`config.mk`:
```
export PLATFORM = sky130hd
export DESIGN_NAME = centrosym_stream_transform_flat
export DESIGN_NICKNAME = d
export VERILOG_FILES = /design/src/rtl/centrosym_stream_transform_pkg.sv /design/src/rtl/centrosym_stream_transform_if.sv /design/src/rtl/centrosym_stream_transform_butterfly.sv /design/src/rtl/centrosym_stream_transform.sv /design/src/flat_wrapper.sv
export SDC_FILE = /design/constraint.sdc
export NUM_CORES = 1
export LEC_CHECK = 0
export BUFFER_PORTS_ARGS = -buffer_cell sky130_fd_sc_hd__buf_2
export CORE_ASPECT_RATIO = 0.9
export CORE_MARGIN = 2
export CORE_UTILIZATION = 50
export CTS_CLUSTER_DIAMETER = 50
export DETAILED_ROUTE_END_ITERATION = 10
export GPL_ROUTABILITY_DRIVEN = 0
export GPL_TIMING_DRIVEN = 0
export HOLD_SLACK_MARGIN = 0.03
export PLACE_DENSITY = 0.75
export SYNTH_ARGS = -nofsm -noshare
export SYNTH_HDL_FRONTEND = slang
export SYNTH_SLANG_ARGS = --single-unit
```
`constraint.sdc`:
```
create_clock -name clk -period 3.85 [get_ports clk]
set_clock_uncertainty 0.05 [all_clocks]
set_input_delay 0.1925 -clock clk [delete_from_list [all_inputs] [get_ports clk]]
set_output_delay 0.1925 -clock clk [all_outputs]
set_load 0.05 [all_outputs]
```
`src/rtl/centrosym_stream_transform_pkg.sv`:
```
// Shared definitions for the centrosymmetric stream transform.
// Latency: n/a (types and elaboration-time helpers only).
// Backpressure: n/a.
package centrosym_stream_transform_pkg;

    // Read sequencer states.
    typedef enum logic {
        IDLE = 1'b0,
        RUN  = 1'b1
    } seq_state_t;

    // The transform pairs antenna k with antenna N-1-k, so the array must be
    // even-sized with at least one pair.
    function automatic bit n_ant_ok(input int n);
        return (n >= 2) && ((n % 2) == 0);
    endfunction

    // A sum or difference of two DIN-bit signed values needs one extra bit.
    function automatic int out_width(input int din_width);
        return din_width + 1;
    endfunction

endpackage

```
`src/rtl/centrosym_stream_transform_if.sv`:
```
// Sample-in / transformed-sample-out bundle for the centrosymmetric transform.
// Latency: n/a (wiring only).
// Backpressure: none; both directions are valid-only streams.
// Ports: din_re/din_im/din_valid/din_last (source -> block),
//        dout_re/dout_im/dout_valid/dout_idx/dout_last/frame_err (block -> sink).
interface centrosym_stream_transform_if
    import centrosym_stream_transform_pkg::*;
#(
    parameter int DIN_WIDTH = 18,
    parameter int N_ANT     = 4
);
    localparam int DOUT_WIDTH = out_width(DIN_WIDTH);
    localparam int IDX_WIDTH  = $clog2(N_ANT);

    logic signed [DIN_WIDTH-1:0]  din_re;
    logic signed [DIN_WIDTH-1:0]  din_im;
    logic                         din_valid;
    logic                         din_last;

    logic signed [DOUT_WIDTH-1:0] dout_re;
    logic signed [DOUT_WIDTH-1:0] dout_im;
    logic                         dout_valid;
    logic [IDX_WIDTH-1:0]         dout_idx;
    logic                         dout_last;
    logic                         frame_err;

    // master: sample source / result sink (testbench or upstream block).
    modport master (
        output din_re, din_im, din_valid, din_last,
        input  dout_re, dout_im, dout_valid, dout_idx, dout_last, frame_err
    );

    // slave: the transform block itself.
    modport slave (
        input  din_re, din_im, din_valid, din_last,
        output dout_re, dout_im, dout_valid, dout_idx, dout_last, frame_err
    );

endinterface

```
`src/rtl/centrosym_stream_transform_butterfly.sv`:
```
// Centrosymmetric butterfly: p+q for the upper half, -j*(p-q) for the lower half.
// Latency: 1 cycle (result registered).
// Backpressure: none; accepts one operand pair per cycle when in_valid.
// Ports: p_*/q_* operands, sel (0 = sum, 1 = rotated difference), in_valid/idx/last
//        side-band, out_* registered result with side-band aligned to it.
module centrosym_stream_transform_butterfly
    import centrosym_stream_transform_pkg::*;
#(
    parameter int DIN_WIDTH = 18,
    parameter int IDX_WIDTH = 2
) (
    input  logic                                   clk,
    input  logic                                   rst_n,
    input  logic signed [DIN_WIDTH-1:0]            p_re,
    input  logic signed [DIN_WIDTH-1:0]            p_im,
    input  logic signed [DIN_WIDTH-1:0]            q_re,
    input  logic signed [DIN_WIDTH-1:0]            q_im,
    input  logic                                   sel,
    input  logic                                   in_valid,
    input  logic [IDX_WIDTH-1:0]                   in_idx,
    input  logic                                   in_last,
    output logic signed [out_width(DIN_WIDTH)-1:0] out_re,
    output logic signed [out_width(DIN_WIDTH)-1:0] out_im,
    output logic                                   out_valid,
    output logic [IDX_WIDTH-1:0]                   out_idx,
    output logic                                   out_last
);
    localparam int OW = out_width(DIN_WIDTH);

    logic signed [OW-1:0] p_re_x;
    logic signed [OW-1:0] p_im_x;
    logic signed [OW-1:0] q_re_x;
    logic signed [OW-1:0] q_im_x;
    logic signed [OW-1:0] res_re;
    logic signed [OW-1:0] res_im;

    always_comb begin
        // Widen before the add/sub so the result is exact.
        p_re_x = OW'(p_re);
        p_im_x = OW'(p_im);
        q_re_x = OW'(q_re);
        q_im_x = OW'(q_im);
        if (sel) begin
            // -j*(p-q): real part takes the imaginary difference, imaginary
            // part takes the negated real difference.
            res_re = p_im_x - q_im_x;
            res_im = q_re_x - p_re_x;
        end else begin
            res_re = p_re_x + q_re_x;
            res_im = p_im_x + q_im_x;
        end
    end

    always_ff @(posedge clk or negedge rst_n) begin
        if (!rst_n) begin
            out_re    <= '0;
            out_im    <= '0;
            out_valid <= 1'b0;
            out_idx   <= '0;
            out_last  <= 1'b0;
        end else begin
            out_valid <= in_valid;
            out_last  <= in_valid & in_last;
            // Data and index hold between bursts.
            if (in_valid) begin
                out_re  <= res_re;
                out_im  <= res_im;
                out_idx <= in_idx;
            end
        end
    end

endmodule

```
`src/rtl/centrosym_stream_transform.sv`:
```
// Streaming N-antenna centrosymmetric unitary transform (unnormalised Q^H x).
// Latency: row 0 valid on the 3rd rising edge after din_last is accepted.
// Backpressure: none; ping-pong banks guarantee the write bank is always free.
// Ports: clk, rst_n (async active-low), bus (slave modport: din_* in, dout_*/frame_err out).
module centrosym_stream_transform
    import centrosym_stream_transform_pkg::*;
#(
    parameter int DIN_WIDTH = 18,
    parameter int N_ANT     = 4,
    parameter int IDX_WIDTH = $clog2(N_ANT)
) (
    input  logic                         clk,
    input  logic                         rst_n,
    centrosym_stream_transform_if.slave  bus
);
    if (!n_ant_ok(N_ANT)) begin : g_bad_n_ant
        $error("centrosym_stream_transform: N_ANT must be even and >= 2");
    end

    localparam logic [IDX_WIDTH-1:0] LAST_IDX = IDX_WIDTH'(N_ANT - 1);
    localparam logic [IDX_WIDTH-1:0] HALF_IDX = IDX_WIDTH'(N_ANT / 2);
    localparam logic [IDX_WIDTH-1:0] ONE_IDX  = IDX_WIDTH'(1);

    // Ping-pong snapshot storage, data only (no reset needed).
    logic signed [DIN_WIDTH-1:0] bank_re [2][N_ANT];
    logic signed [DIN_WIDTH-1:0] bank_im [2][N_ANT];

    // Write side control.
    logic [IDX_WIDTH-1:0] wcnt;
    logic                 wbank;
    logic [1:0]           full;
    logic [1:0]           full_nxt;
    logic                 frame_err_q;

    // Read sequencer.
    seq_state_t           state;
    logic                 rbank;
    logic [IDX_WIDTH-1:0] ridx;

    // Operand stage feeding the butterfly.
    logic                        s1_vld;
    logic                        s1_sel;
    logic [IDX_WIDTH-1:0]        s1_idx;
    logic                        s1_last;
    logic signed [DIN_WIDTH-1:0] s1_p_re;
    logic signed [DIN_WIDTH-1:0] s1_p_im;
    logic signed [DIN_WIDTH-1:0] s1_q_re;
    logic signed [DIN_WIDTH-1:0] s1_q_im;

    logic                 wr_done;
    logic                 wr_err;
    logic                 rd_free;
    logic                 rd_sel;
    logic [IDX_WIDTH-1:0] rd_k;
    logic [IDX_WIDTH-1:0] rd_qk;

    always_comb begin
        wr_done  = bus.din_valid && (wcnt == LAST_IDX) && bus.din_last;
        // din_last and the final slot must coincide; either alone is malformed.
        wr_err   = bus.din_valid && ((wcnt == LAST_IDX) != bus.din_last);
        rd_free  = (state == RUN) && (ridx == LAST_IDX);

        // Clear before set: a bank freed this cycle may be refilled this cycle.
        full_nxt = full;
        if (rd_free) begin
            full_nxt[rbank] = 1'b0;
        end
        if (wr_done) begin
            full_nxt[wbank] = 1'b1;
        end

        // Rows 0..M-1 use antenna ridx, rows M..N-1 reuse antennas 0..M-1.
        rd_sel = (ridx >= HALF_IDX);
        rd_k   = rd_sel ? (ridx - HALF_IDX) : ridx;
        rd_qk  = LAST_IDX - rd_k;
    end

    always_ff @(posedge clk) begin
        if (bus.din_valid) begin
            bank_re[wbank][wcnt] <= bus.din_re;
            bank_im[wbank][wcnt] <= bus.din_im;
        end
    end

    always_ff @(posedge clk) begin
        if (state == RUN) begin
            s1_p_re <= bank_re[rbank][rd_k];
            s1_p_im <= bank_im[rbank][rd_k];
            s1_q_re <= bank_re[rbank][rd_qk];
            s1_q_im <= bank_im[rbank][rd_qk];
        end
    end

    // Write counter, bank flags and the read sequencer share one block since
    // both sides update the full flags.
    always_ff @(posedge clk or negedge rst_n) begin
        if (!rst_n) begin
            wcnt        <= '0;
            wbank       <= 1'b0;
            full        <= '0;
            frame_err_q <= 1'b0;
            state       <= IDLE;
            rbank       <= 1'b0;
            ridx        <= '0;
            s1_vld      <= 1'b0;
            s1_sel      <= 1'b0;
            s1_idx      <= '0;
            s1_last     <= 1'b0;
        end else begin
            full        <= full_nxt;
            frame_err_q <= wr_err;

            if (bus.din_valid) begin
                if (wr_done) begin
                    wbank <= ~wbank;
                    wcnt  <= '0;
                end else if (wr_err) begin
                    wcnt  <= '0;
                end else begin
                    wcnt  <= wcnt + ONE_IDX;
                end
            end

            s1_vld  <= (state == RUN);
            s1_sel  <= rd_sel;
            s1_idx  <= ridx;
            s1_last <= (ridx == LAST_IDX);

            case (state)
                IDLE: begin
                    ridx <= '0;
                    if (full[rbank]) begin
                        state <= RUN;
                    end
                end
                RUN: begin
                    if (ridx == LAST_IDX) begin
                        rbank <= ~rbank;
                        ridx  <= '0;
                        // Chain straight into the other bank if it is ready.
                        if (!full[~rbank]) begin
                            state <= IDLE;
                        end
                    end else begin
                        ridx <= ridx + ONE_IDX;
                    end
                end
                default: begin
                    state <= IDLE;
                    ridx  <= '0;
                end
            endcase
        end
    end

    assign bus.frame_err = frame_err_q;

    centrosym_stream_transform_butterfly #(
        .DIN_WIDTH (DIN_WIDTH),
        .IDX_WIDTH (IDX_WIDTH)
    ) u_butterfly (
        .clk       (clk),
        .rst_n     (rst_n),
        .p_re      (s1_p_re),
        .p_im      (s1_p_im),
        .q_re      (s1_q_re),
        .q_im      (s1_q_im),
        .sel       (s1_sel),
        .in_valid  (s1_vld),
        .in_idx    (s1_idx),
        .in_last   (s1_last),
        .out_re    (bus.dout_re),
        .out_im    (bus.dout_im),
        .out_valid (bus.dout_valid),
        .out_idx   (bus.dout_idx),
        .out_last  (bus.dout_last)
    );

endmodule

```
`src/flat_wrapper.sv`:
```
// flat-port wrapper written by rule: the top's interface ports become plain ports
module centrosym_stream_transform_flat import centrosym_stream_transform_pkg::*;
#(
    parameter int DIN_WIDTH = 18,
    parameter int N_ANT     = 4,
    parameter int IDX_WIDTH = $clog2(N_ANT)
)
  (clk, rst_n, bus_din_re, bus_din_im, bus_din_valid, bus_din_last, bus_dout_re, bus_dout_im, bus_dout_valid, bus_dout_idx, bus_dout_last, bus_frame_err);
  centrosym_stream_transform_if #(.DIN_WIDTH(DIN_WIDTH), .N_ANT(N_ANT)) bus_i ();
  input  logic clk;
  input  logic rst_n;
  input wire logic [$bits(bus_i.din_re)-1:0] bus_din_re;
  input wire logic [$bits(bus_i.din_im)-1:0] bus_din_im;
  input wire logic [$bits(bus_i.din_valid)-1:0] bus_din_valid;
  input wire logic [$bits(bus_i.din_last)-1:0] bus_din_last;
  output wire logic [$bits(bus_i.dout_re)-1:0] bus_dout_re;
  output wire logic [$bits(bus_i.dout_im)-1:0] bus_dout_im;
  output wire logic [$bits(bus_i.dout_valid)-1:0] bus_dout_valid;
  output wire logic [$bits(bus_i.dout_idx)-1:0] bus_dout_idx;
  output wire logic [$bits(bus_i.dout_last)-1:0] bus_dout_last;
  output wire logic [$bits(bus_i.frame_err)-1:0] bus_frame_err;
  assign bus_i.din_re = bus_din_re;
  assign bus_i.din_im = bus_din_im;
  assign bus_i.din_valid = bus_din_valid;
  assign bus_i.din_last = bus_din_last;
  assign bus_dout_re = bus_i.dout_re;
  assign bus_dout_im = bus_i.dout_im;
  assign bus_dout_valid = bus_i.dout_valid;
  assign bus_dout_idx = bus_i.dout_idx;
  assign bus_dout_last = bus_i.dout_last;
  assign bus_frame_err = bus_i.frame_err;
  centrosym_stream_transform #(.DIN_WIDTH(DIN_WIDTH), .N_ANT(N_ANT), .IDX_WIDTH(IDX_WIDTH)) u_core (.clk(clk), .rst_n(rst_n), .bus(bus_i));
endmodule
```
# Word level (Yosys, flattened, before mapping)
# Memory sizes are Yosys's and may differ from the RTL's.
# Index checks and enable logic that the tools add are counted.
# totals
reg_bits	129
ramBits	288
romBits	0
memories	2
latch_bits	0
output_inout_bits	43
inputBits	40
# memory_table
memory	words	word_bits	rd	rd_ports_with_merged_regs	wr	line_no	text
u_core.bank_im	2	72	1	0	1	centrosym_stream_transform.sv:26	logic signed [DIN_WIDTH-1:0] bank_im [2][N_ANT];
u_core.bank_re	2	72	1	0	1	centrosym_stream_transform.sv:25	logic signed [DIN_WIDTH-1:0] bank_re [2][N_ANT];
# op_classes
n_lt_le_gt_ge	10
bitwise_logic	10
n_eq_ne	3
n_addsub	8
reduce_logical	9
mul	0
n_mux	37
n_div	0
shifts	0
# op_table
operator	count
$mux W18	9
$bmux W18 S2	4
$mux W72	1
$add A18 B18 Y19	2
$mux W19	2
$sub A18 B18 Y19	2
$demux W18 S2	1
$mux W2	6
$mux W1	10
$ge A3 B3 Y1 const B	3
$not A2 Y3	3
$logic_and A1 B1 Y1	7
$lt A1 B2 Y1 const B	3
$add A2 B1 Y2 const B	2
$eq A2 B2 Y1 const B	2
$pmux W2 S2	1
$reduce_and A2 Y1	2
$lt A3 B1 Y1 const B	1
$not A1 Y1	3
$and A2 B2 Y2	1
$demux W1 S1	2
$ge A1 B1 Y1 const B	2
$ge A2 B2 Y1 const B	1
$not A2 Y2	1
other kinds (6)	6

# Depth between registers and ports, before layout
# Gate-level depths: netlist (run 1).
# logic_depth
ltp_word	9
ltp_mapped	12
ltp_nobuf	12

# Modules after synthesis
# Synthesis (run 1) repeated with hierarchy kept, for this count alone.
# hier_totals
cells_unflattened	1409
hier_area_um2	20922.6
# by_module_without_submodules
mod	cells_each	area_each_um2	n_inst
centrosym_stream_transform	667	15035.7	1
centrosym_stream_transform_butterfly	742	5886.9	1

# Worst setup path after synthesis (run 1)
# No wires, ideal clock.
# synth_path
kind	reg2reg
startpoint	reg u_core.ridx[0]
endpoint	reg u_core.s1_q_im[10] (data pin)
path_buffers	3
required_time_ps	3528
arrival_ps	2557
path_slack_ps	971
path_stages_with_launch	8
path_cell_list	dfrtp_1 inv_2 buf_1 ha_1 nor2b_1 buf_2 buf_1 mux4_2
# synth_via
elab_chain_cells	7
elab_cells_between_ends	8
cone_classes	add/sub: 2; order compare: 1; mux: 4; bitwise: 1
# synth_lines
item	line_no	text
from (decl)	centrosym_stream_transform.sv:38	logic [IDX_WIDTH-1:0] ridx;
from (signal assigned)	centrosym_stream_transform.sv:145	ridx <= ridx + ONE_IDX;
$sub A2 B2 Y2 or $ge A2 B2 Y1 (tied branches)	centrosym_stream_transform.sv:74, centrosym_stream_transform.sv:73	
$mux W2 (*)	centrosym_stream_transform.sv:74	rd_k = rd_sel ? (ridx - HALF_IDX) : ridx;
$sub A2 B2 Y2 (*)	centrosym_stream_transform.sv:75	rd_qk = LAST_IDX - rd_k;
$not A2 Y3 (not written as such) (*)	centrosym_stream_transform.sv:90	s1_q_im <= bank_im[rbank][rd_qk];
$bmux W18 S2 (*)	centrosym_stream_transform.sv:90	
$mux W18 (not written as such) (*) (2 in series)	centrosym_stream_transform.sv:90	
to (signal assigned)	centrosym_stream_transform.sv:90	
to (decl)	centrosym_stream_transform.sv:48	logic signed [DIN_WIDTH-1:0] s1_q_im;
# Mark *: on every way between the ends. The rest lies on a longest branch, timed or not. The select of a mux whose other input is x is not followed.
# A chain may end at the register's enable or synchronous reset.

# Worst setup path after layout (run 1)
# layout_path
startpoint	reg u_core.ridx[0]
endpoint	reg u_core.s1_q_im[8] (data pin)
# The elaborated chain is that of the path after synthesis.

==> results of run 1 <==
[cells by family (layout without fill, tap and decap cells)]
| kind of cell | Yosys count | in the layout |
|---|---|---|
| fa+ha+maj | 82 | 82 |
| compound gates | 215 | 215 |
| xor+xnor | 55 | 55 |
| mux | 227 | 227 |
| flops | 417 | 417 |
| other cells | 0 | 1 |
| buf+inv | 156 | 370 |
| simple gates | 198 | 198 |
[worst paths after layout]
| kind | startpoint | to | slack, ns | cells after the start |
|---|---|---|---|---|
| setup reg to reg | u_core.ridx[0]$_DFF_PN0_ | u_core.s1_q_im[8]$_DFFE_PP_ | 0.40 | 7 |
| setup / recovery | u_core.ridx[0]$_DFF_PN0_ | u_core.s1_q_im[8]$_DFFE_PP_ | 0.40 | 7 |
| min in group clk | u_core.s1_vld$_DFF_PN0_ | u_core.u_butterfly.out_valid$_DFF_PN0_ | 0.32 | 0 |
| max in group asynchronous | rst_n | u_core.u_butterfly.out_im[12]$_DFFE_PN0P_ | 3.13 | 3 |
| hold / removal | rst_n | u_core.state$_DFF_PN0_ | 0.06 | 2 |
| hold reg to reg | u_core.s1_vld$_DFF_PN0_ | u_core.u_butterfly.out_valid$_DFF_PN0_ | 0.32 | 0 |
[through the flow]
step / setup WS [ns] / hold WS (ns) / TNS (ns) / instances
finish: 0.398 / 0.0588 / 0 / 2097
global route: 0.203 / 0.0911 / 0 / 2096
CTS: 0.0572 / 0.323 / 0 / 2095
detailed placement: -0.215 / 0.310 / -6.61 / 1973
global placement: -0.700 / 0.312 / -71.19 / 1964
floorplan: 0.971 / -0.153 / 0 / 1350
[Yosys cell counts (all sizes together) (5+ instances only)]
master and instances:
ha 78, dfrtp 57, a221o 6, or2 5
a211oi 13, mux2 149, a21o 13, nand2b 10
inv 84, and3 7, o22ai 7, o211ai 9
nor2 74, xnor2 43, nand3 16, nand2 34
buf 19, nor2b 11, clkbuf 51, o21ai 45
and2 5, xor2 12, a21oi 57, mux2i 6
a221oi 6, mux4 72, o221ai 9, o21a 8
nor4 8, edfxtp 360, nor3 18
[layout make-up]
type	count	area [um2]
antenna	1	2.50
timing repair buffer	131	1000
buffer	69	309
tap	532	666
clock inverter	27	287
sequential	417	12200
inverter	86	323
fill	2986	16200
multi-input combinational	777	7360
clock buffer	57	1240
[worst max-delay path: stages, from the launching register on]
cell             delay [ns]
dfrtp_1                0.41
inv_2                  0.32
clkbuf_2               0.41
ha_1                   0.25
nor2b_1                0.13
buf_2                  0.42
clkdlybuf4s15_2        0.56
mux4_2                 0.61
[registers in the layout (all words and copies together), names as in the netlist, 2 cells and up]
register                    cells
u_core.full                     2
u_core.wcnt                     2
u_core.ridx                     2
u_core.bank_im                144
u_core.u_butterfly.out_idx      2
u_core.s1_p_im                 18
u_core.s1_p_re                 18
u_core.s1_q_re                 18
u_core.u_butterfly.out_im      19
u_core.u_butterfly.out_re      19
u_core.bank_re                144
u_core.s1_idx                   2
u_core.s1_q_im                 18
[layout by cell type, fill, tap and decap left out, drive strengths merged, types with 8 or more instances in the layout]
master / n
a211oi: 13
a21o: 13
a21oi: 57
buf: 104
clkbuf: 109
clkinv: 19
dfrtp: 57
dlygate4sd3: 39
edfxtp: 360
ha: 78
inv: 88
mux2: 149
mux4: 72
nand2: 34
nand2b: 10
nand3: 16
nor2: 74
nor2b: 11
nor3: 18
nor4: 8
o211ai: 9
o21a: 8
o21ai: 45
o221ai: 9
xnor2: 43
xor2: 12
[timing repair]
action	CTS	global route
hold buffers	39	0
cloned	0	0
hold endpoints to repair	351	0
buffers inserted	0	0
resized for setup	10	3
endpoints found under the setup margin	60	40
[per-layer routing]
layer	global-route usage	vias up
li1	-	5512
met4	0.0889	2
met2	0.352	570
met5	0	-
met1	0.328	6262
met3	0.0412	97
==> results by group, run 1 <==
Routing
  • WL met1: 20.6 mm
  • Post-Route WL: between 40 and 50 mm
  • Top sig layer: met5
  • Metal2 WL: approximately 22 mm
  • Final ANT Viol Nets: 0
  • DRT iter0 DRCs: ~1.3k
  • DRC violation count after routing: 0
  • DR WL/cell: around 23 um
  • Via density: 5.93
  • TritonRoute pass-1 iters: 5
  • Metal3 WL: 3.66 mm
  • Vias after detailed routing: around 12k

Timing
  • RSZ-0062 raised after global routing: no
  • Pins over their slew limit: 0
  • Final Cycle Share: 0.897
  • Setup violations, final: 0
  • Max Clock Freq: around 290 MHz
  • Worst Max-Slew Pin Slew: around 1.0 ns
  • Minimum clock period: roughly 3.5 ns
  • Relative slew slack: 0.308
  • Hold Violations, Final: 0

Logic synthesis
  • Post-synth EDFFs: between 300 and 400
  • Ys flop type: edfxtp_1
  • Post-Synth XOR/XNOR Area: 0.0239
  • Cell area after synthesis: roughly 20000 um2
  • Mapped Nets: 1472
  • Largest area contributor in the netlist: edfxtp_1
  • FF+latch count, synth: between 400 and 500
  • Asr flop ratio synth: 0.137
  • Netlist cell types: 72
  • Sequential element share of the synthesized area: 0.607
  • Dominant cells by area after synthesis: edfxtp_1 54%, mux2_2 8.3%, mux4_2 8.0%, dfrtp_1 7.1%, ha_1 4.8%
  • Adder-Cell Fraction of Synth Area: 0.0524
  • Syn Inst Count: 1350
  • Post-synth top area share: 0.536
  • Synth Area in Compound Gates: 0.0736
  • Mux contribution to synthesized area: 0.167
  • Main combinational cell family by area after synthesis: multiplexers
  • Avg Cell Area, Syn: between 10 and 15 um2
  • Simple-gate portion of the synthesized area: 0.0466
  • Yosys warnings: 0

Clocking
  • Clock tree sinks: 417
  • H-tree depth: 2
  • Total CTS buffers: 46
  • CTS tree: yes
  • Worst-path clk slew: around 0.060 ns
  • Clock Latency Late Sink: around 0.55 ns
  • Clock buffer depth: 3
  • Root buffer cell: clkbuf_16

Placed design
  • Detail Placement HPWL: between 30 and 40 mm
  • Placed Area: about 21000 um2
  • Input/output buffers: 82

Floorplan
  • Initial Util: 0.509
  • Die ar.: 41900 um2
  • Core ar.: 39600 um2
  • Site Rows: 69
  • IO Pins: 83
  • Die height: roughly 190 um
  • Chip width: 216 um

Setup path
  • Crit path capture type: flip-flop
  • CP required: roughly 4 ns
  • Critical Path Fanout Max: 10
  • Critical path class: reg -> reg
  • Type of origin of the critical path: flip-flop
  • Worst Path Arrival: around 3.7 ns

Final layout
  • Final Cell Area: 23400 um2
  • Synth-to-Final Area Change: 16.3%
  • Final core occ: 0.591
  • Proportion of layout cells with a drive suffix above 1: 0.270
  • Final net count: 1650

Run status
  • Status: completed

Global routing
  • Largest net degree at the start of global routing: 58
  • GRT overflow: 0
  • Overall Global Routing Usage: 0.229
  • First-pass GRT wire length: around 73 mm
  • Vias in the first global route: about 13k
  • Initial antenna violation count: 2

Run
  • # Max-Cap Violations: 0

Min path
  • Hold Path Class: in -> async
Power of run 1 is not shown: default switching activity piles up to over one toggle a cycle in this logic, so the estimate is an artifact.
==> run 2: changes to the inputs <==
--- a/config.mk
+++ b/config.mk
@@ -6,7 +6,6 @@
 export NUM_CORES = 1
 export LEC_CHECK = 0
 export BUFFER_PORTS_ARGS = -buffer_cell sky130_fd_sc_hd__buf_2
-export CORE_ASPECT_RATIO = 0.9
 export CORE_MARGIN = 2
 export CORE_UTILIZATION = 50
 export CTS_CLUSTER_DIAMETER = 50
==> run 2 against run 1 <==
Compared with the run above: critical path depth unchanged; hold slack improved by 0.11 ns; non-clock buffer count decreased by 1.
==> results by group, run 2 (synthesized netlist as in run 1, its figures left out) <==
Setup path
  • CP required: 4.08 ns
  • Cell family with most CP delay: buffers and inverters
  • Largest stage delay, worst path: 0.61 ns
  • Worst reg2reg startpoint: u_core.ridx[0]$_DFF_PN0_
  • FF-to-FF End: u_core.s1_q_im[15]$_DFFE_PP_
  • FF-to-FF path depth: 7
  • Crit path capture type: flip-flop
  • Worst-path cell chain: inv_2, buf_1, ha_1, nor2b_1, buf_2, clkdlybuf4s15_2, mux4_2
  • R2r setup slk: ~0.22 ns
  • Type of origin of the critical path: flip-flop
  • Critical Path Fanout Max: 10
  • Critical path class: reg -> reg
  • Worst Path Arrival: roughly 3.9 ns
  • Buf+Inv Stages, Crit Path: 4
  • Max stage delay cell, worst path: buf_1

Global routing
  • Overall Global Routing Usage: 0.226
  • GRT overflow: 0
  • Largest net degree at the start of global routing: between 50 and 60
  • First-pass GRT wire length: approximately 70 mm
  • Initial antenna violation count: 3
  • Vias in the first global route: about 12k

Clocking
  • Clock buffer depth: 3
  • Total CTS buffers: between 40 and 50
  • Root buffer cell: clkbuf_16
  • H-tree depth: 2
  • CTS tree: yes
  • Post CTS Setup Buffer Count: 0
  • Worst-path clk slew: approximately 0.060 ns
  • Clock tree sinks: 417
  • Clock Latency Late Sink: approximately 0.56 ns

Routing
  • DRT iter0 DRCs: 1219
  • DRC violation count after routing: 0
  • Vias after detailed routing: about 12k
  • Post-Route WL: ~47 mm
  • Via density: about 5.9
  • Final ANT Viol Nets: 0
  • TritonRoute pass-1 iters: 7
  • DR WL/cell: approximately 23 um

Final layout
  • Most frequent cells in the layout: 360 x edfxtp_1, 149 x mux2_2, 89 x buf_2, 80 x inv_1, 78 x ha_1
  • Final Cell Area: roughly 23000 um2
  • Area of the multi-input gates: ~7400 um2
  • Top Registers: u_core.bank_im (144), u_core.bank_re (144)
  • Final net count: about 1.6k
  • Most common cell after layout, fill and taps aside: edfxtp_1
  • Sequential cell area: between 10000 and 15000 um2
  • Proportion of layout cells with a drive suffix above 1: 0.269
  • Filler cells: 2935
  • Synth-to-Final Area Change: 15.9%

Timing
  • TNS Setup: 0 ns
  • Pins over their slew limit: 0
  • Relative slew slack: 0.334
  • RSZ-0062 raised after global routing: no
  • Worst Max-Slew Pin Slew: ~1.0 ns
  • Minimum clock period: ~3.6 ns
  • Setup violations, final: 0
  • Final Cycle Share: 0.943
  • Max Clock Freq: 276 MHz
  • Hold Violations, Final: 0

Floorplan
  • Die ar.: 41900 um2
  • IO Pins: 83
  • Initial Util: 0.507
  • Chip width: roughly 200 um
  • Site Rows: 73
  • Die height: about 200 um
  • Core ar.: 39700 um2

Run status
  • Status: completed

Run
  • # Max-Cap Violations: 0

Placed design
  • Detail Placement HPWL: between 30 and 40 mm
  • Placed Area: approximately 21000 um2
  • Input/output buffers: 82

Min path
  • Hold Path Class: in -> async
run 2: cell type report:
cell class,instances,share of cell area
buffer,69,0.0134
multi-input combinational,777,0.315
clock buffer,48,0.0478
timing repair buffer,130,0.0421
inverter,86,0.0138
clock inverter,32,0.0159
antenna,2,0.000214
sequential,417,0.524
tap,525,0.0281
run 2: worst max-delay path by stage:
stage | startpoint | to | slack, ns | cells past startpoint
finish | u_core.ridx[0]$_DFF_PN0_ | u_core.s1_q_im[15]$_DFFE_PP_ | 0.22 | 7
global route | u_core.ridx[0]$_DFF_PN0_ | u_core.s1_q_re[12]$_DFFE_PP_ | 0.01 | 7
CTS | u_core.ridx[0]$_DFF_PN0_ | u_core.s1_q_im[15]$_DFFE_PP_ | 0.20 | 7
detailed placement | u_core.ridx[0]$_DFF_PN0_ | u_core.s1_p_im[8]$_DFFE_PP_ | -0.13 | 7
global placement | u_core.wcnt[1]$_DFFE_PN0P_ | u_core.bank_im[1][36]$_DFFE_PP_ | -0.62 | 4
floorplan | u_core.ridx[0]$_DFF_PN0_ | u_core.s1_q_im[10]$_DFFE_PP_ | 0.97 | 7
run 2: layer usage:
layer	GRT usage	vias to the layer above	wire length (um)
met5	0	-	12
met1	0.303	6133	19400
li1	-	5523	-
met2	0.361	502	22000
met4	0.104	2	2210
met3	0.0407	108	3380
run 2: stage by stage:
step	hold slack [ns]	setup WS, ns	instances	utilization
floorplan	-0.153	0.971	1350	-
global placement	0.311	-0.620	1957	0.534
detailed placement	0.320	-0.126	1966	0.540
CTS	0.333	0.199	2084	0.588
global route	0.253	0.0117	2085	0.588
finish	0.172	0.221	2086	0.588
run 2: timing repair:
action                                 CTS  global route
hold buffers                            39             0
setup endpoints to repair               55             0
endpoints found under the hold margin  351             0
gates resized for setup                 12             0
Power of run 2 is left out for the same reason.
==> run 3: changes to the inputs <==
--- a/config.mk
+++ b/config.mk
@@ -6,7 +6,7 @@
 export NUM_CORES = 1
 export LEC_CHECK = 0
 export BUFFER_PORTS_ARGS = -buffer_cell sky130_fd_sc_hd__buf_2
-export CORE_MARGIN = 2
+export CORE_MARGIN = 3
 export CORE_UTILIZATION = 50
 export CTS_CLUSTER_DIAMETER = 50
 export DETAILED_ROUTE_END_ITERATION = 10
==> constraint.sdc (replaced) <==
create_clock -name clk -period 4.46 [get_ports clk]
set_clock_uncertainty 0.05 [all_clocks]
set_input_delay 0.223 -clock clk [delete_from_list [all_inputs] [get_ports clk]]
set_output_delay 0.223 -clock clk [all_outputs]
set_load 0.05 [all_outputs]
==> run 3 against run 2 <==
Compared with the run above: hold slack better by 0.057 ns; worst setup slack gained 0.32 ns; first-iteration DRC count up 8.9%; core utilization up 0.46 points; largest cell class unchanged; highest routed layer unchanged.
==> results by group, run 3 (synthesized netlist as in run 1, its figures left out) <==
Routing
  • Post-Route WL: between 40 and 50 mm
  • DR WL/cell: between 20 and 25 um
  • Via density: approximately 6.0
  • Final ANT Viol Nets: 0
  • DRC violation count after routing: 0
  • DRT iter0 DRCs: 1328
  • Vias after detailed routing: between 10k and 15k
  • TritonRoute pass-1 iters: 5

Run status
  • Status: completed

Timing
  • Final Cycle Share: 0.878
  • Worst Max-Slew Pin Slew: around 1.0 ns
  • Setup violations, final: 0
  • Minimum clock period: approximately 3.9 ns
  • Relative slew slack: 0.327
  • TNS Setup: 0 ns
  • Max Clock Freq: roughly 260 MHz
  • Pins over their slew limit: 0
  • RSZ-0062 raised after global routing: no
  • Hold Violations, Final: 0

Final layout
  • Most common cell after layout, fill and taps aside: edfxtp_1
  • Synth-to-Final Area Change: 15.2%
  • Top Registers: u_core.bank_im (144), u_core.bank_re (144)
  • Diode count: 0
  • Proportion of layout cells with a drive suffix above 1: 0.261
  • Most frequent cells in the layout: 360 x edfxtp_1, 149 x mux2_2, 89 x buf_2, 80 x inv_1, 78 x ha_1
  • Final net count: roughly 1.6k

Min path
  • Hold Path Class: in -> async

Floorplan
  • Core ar.: 39200 um2
  • Chip width: slightly above 200 um
  • Die ar.: about 43000 um2
  • IO Pins: 83
  • Initial Util: 0.514
  • Site Rows: roughly 70
  • Die height: approximately 210 um

Setup path
  • Type of origin of the critical path: flip-flop
  • CP required: about 4.7 ns
  • Crit path capture type: flip-flop
  • Critical Path Fanout Max: 10
  • Worst Path Arrival: 4.14 ns
  • Critical path class: reg -> reg
  • R2r setup slk: 0.55 ns

Clocking
  • Total CTS buffers: 43
  • Clock Latency Late Sink: about 0.54 ns
  • Worst-path clk slew: around 0.06 ns
  • CTS tree: yes
  • CTS resizes: 0
  • H-tree depth: 2
  • Clock buffer depth: 3
  • Clock tree sinks: ~420
  • Root buffer cell: clkbuf_16

Global routing
  • GRT overflow: 0
  • Largest net degree at the start of global routing: between 50 and 60
  • Vias in the first global route: about 12k
  • Overall Global Routing Usage: 0.227
  • Initial antenna violation count: 1
  • First-pass GRT wire length: approximately 73 mm

Run
  • # Max-Cap Violations: 0

Placed design
  • Detail Placement HPWL: ~34 mm
  • Input/output buffers: ~80
## run 3: changes by cell type in the layout (fill, tap and decap cells not counted), moves of 2 or more
cell	before	now
buf_1	5	11
clkbuf_1	54	59
clkdlybuf4s15_2	6	0
clkinv_8	4	0
diode_2	2	0
inv_6	2	0
## run 3: what timing repair did
action / CTS / global route
setup buffers: 0 / 0
hold buffers: 39 / 0
hold endpoints to repair: 351 / 0
## run 3: final timing paths
check                                    startpoint                                      to  depth (start not counted)
max                        u_core.ridx[0]$_DFF_PN0_             u_core.s1_p_im[8]$_DFFE_PP_                          7
min                                           rst_n                u_core.full[0]$_DFF_PN0_                          2
max reg2reg                u_core.ridx[0]$_DFF_PN0_             u_core.s1_p_im[8]$_DFFE_PP_                          7
min reg2reg                 u_core.s1_vld$_DFF_PN0_  u_core.u_butterfly.out_valid$_DFF_PN0_                          0
max in group asynchronous                     rst_n                  u_core.state$_DFF_PN0_                          2
min in group clk            u_core.s1_vld$_DFF_PN0_  u_core.u_butterfly.out_valid$_DFF_PN0_                          0
## run 3: area by class of cell
type | count | area, um2
Clock inverter | 23 | 245
Sequential cell | 417 | 12200
Inverter | 86 | 323
Tap cell | 518 | 648
Fill cell | 2915 | 16000
Clock buffer | 53 | 1160
Timing Repair Buffer | 130 | 983
Buffer | 70 | 273
Multi-Input combinational cell | 777 | 7360
## run 3: metrics by stage
stage	setup slack, ns	cells	cell area (um2)	utilization	hold slack, ns
global route	0.238	2074	23200	0.593	0.299
global placement	-0.00789	1950	21200	0.541	0.310
detailed placement	0.489	1959	21400	0.547	0.312
finish	0.546	2074	23200	0.593	0.229
floorplan	1.58	1350	20200	-	-0.123
CTS	0.470	2074	23200	0.593	0.325
## run 3: per-layer routing
layer  track usage  vias up  wire (um)
li1              -     5506          -
met1         0.318     6276      20200
met2         0.359      553      22300
met3        0.0422      106       3590
met4        0.0864        2       1900
met5             0        -         13
## run 3: critical path, cell delays in order, from the launching register on
cell and delay [ns]:
dfrtp_1 0.41, inv_2 0.18, buf_1 0.40, ha_1 0.37
nand2b_1 0.08, clkbuf_1 0.68, buf_1 0.81, mux4_2 0.65
Power of run 3 is left out for the same reason.
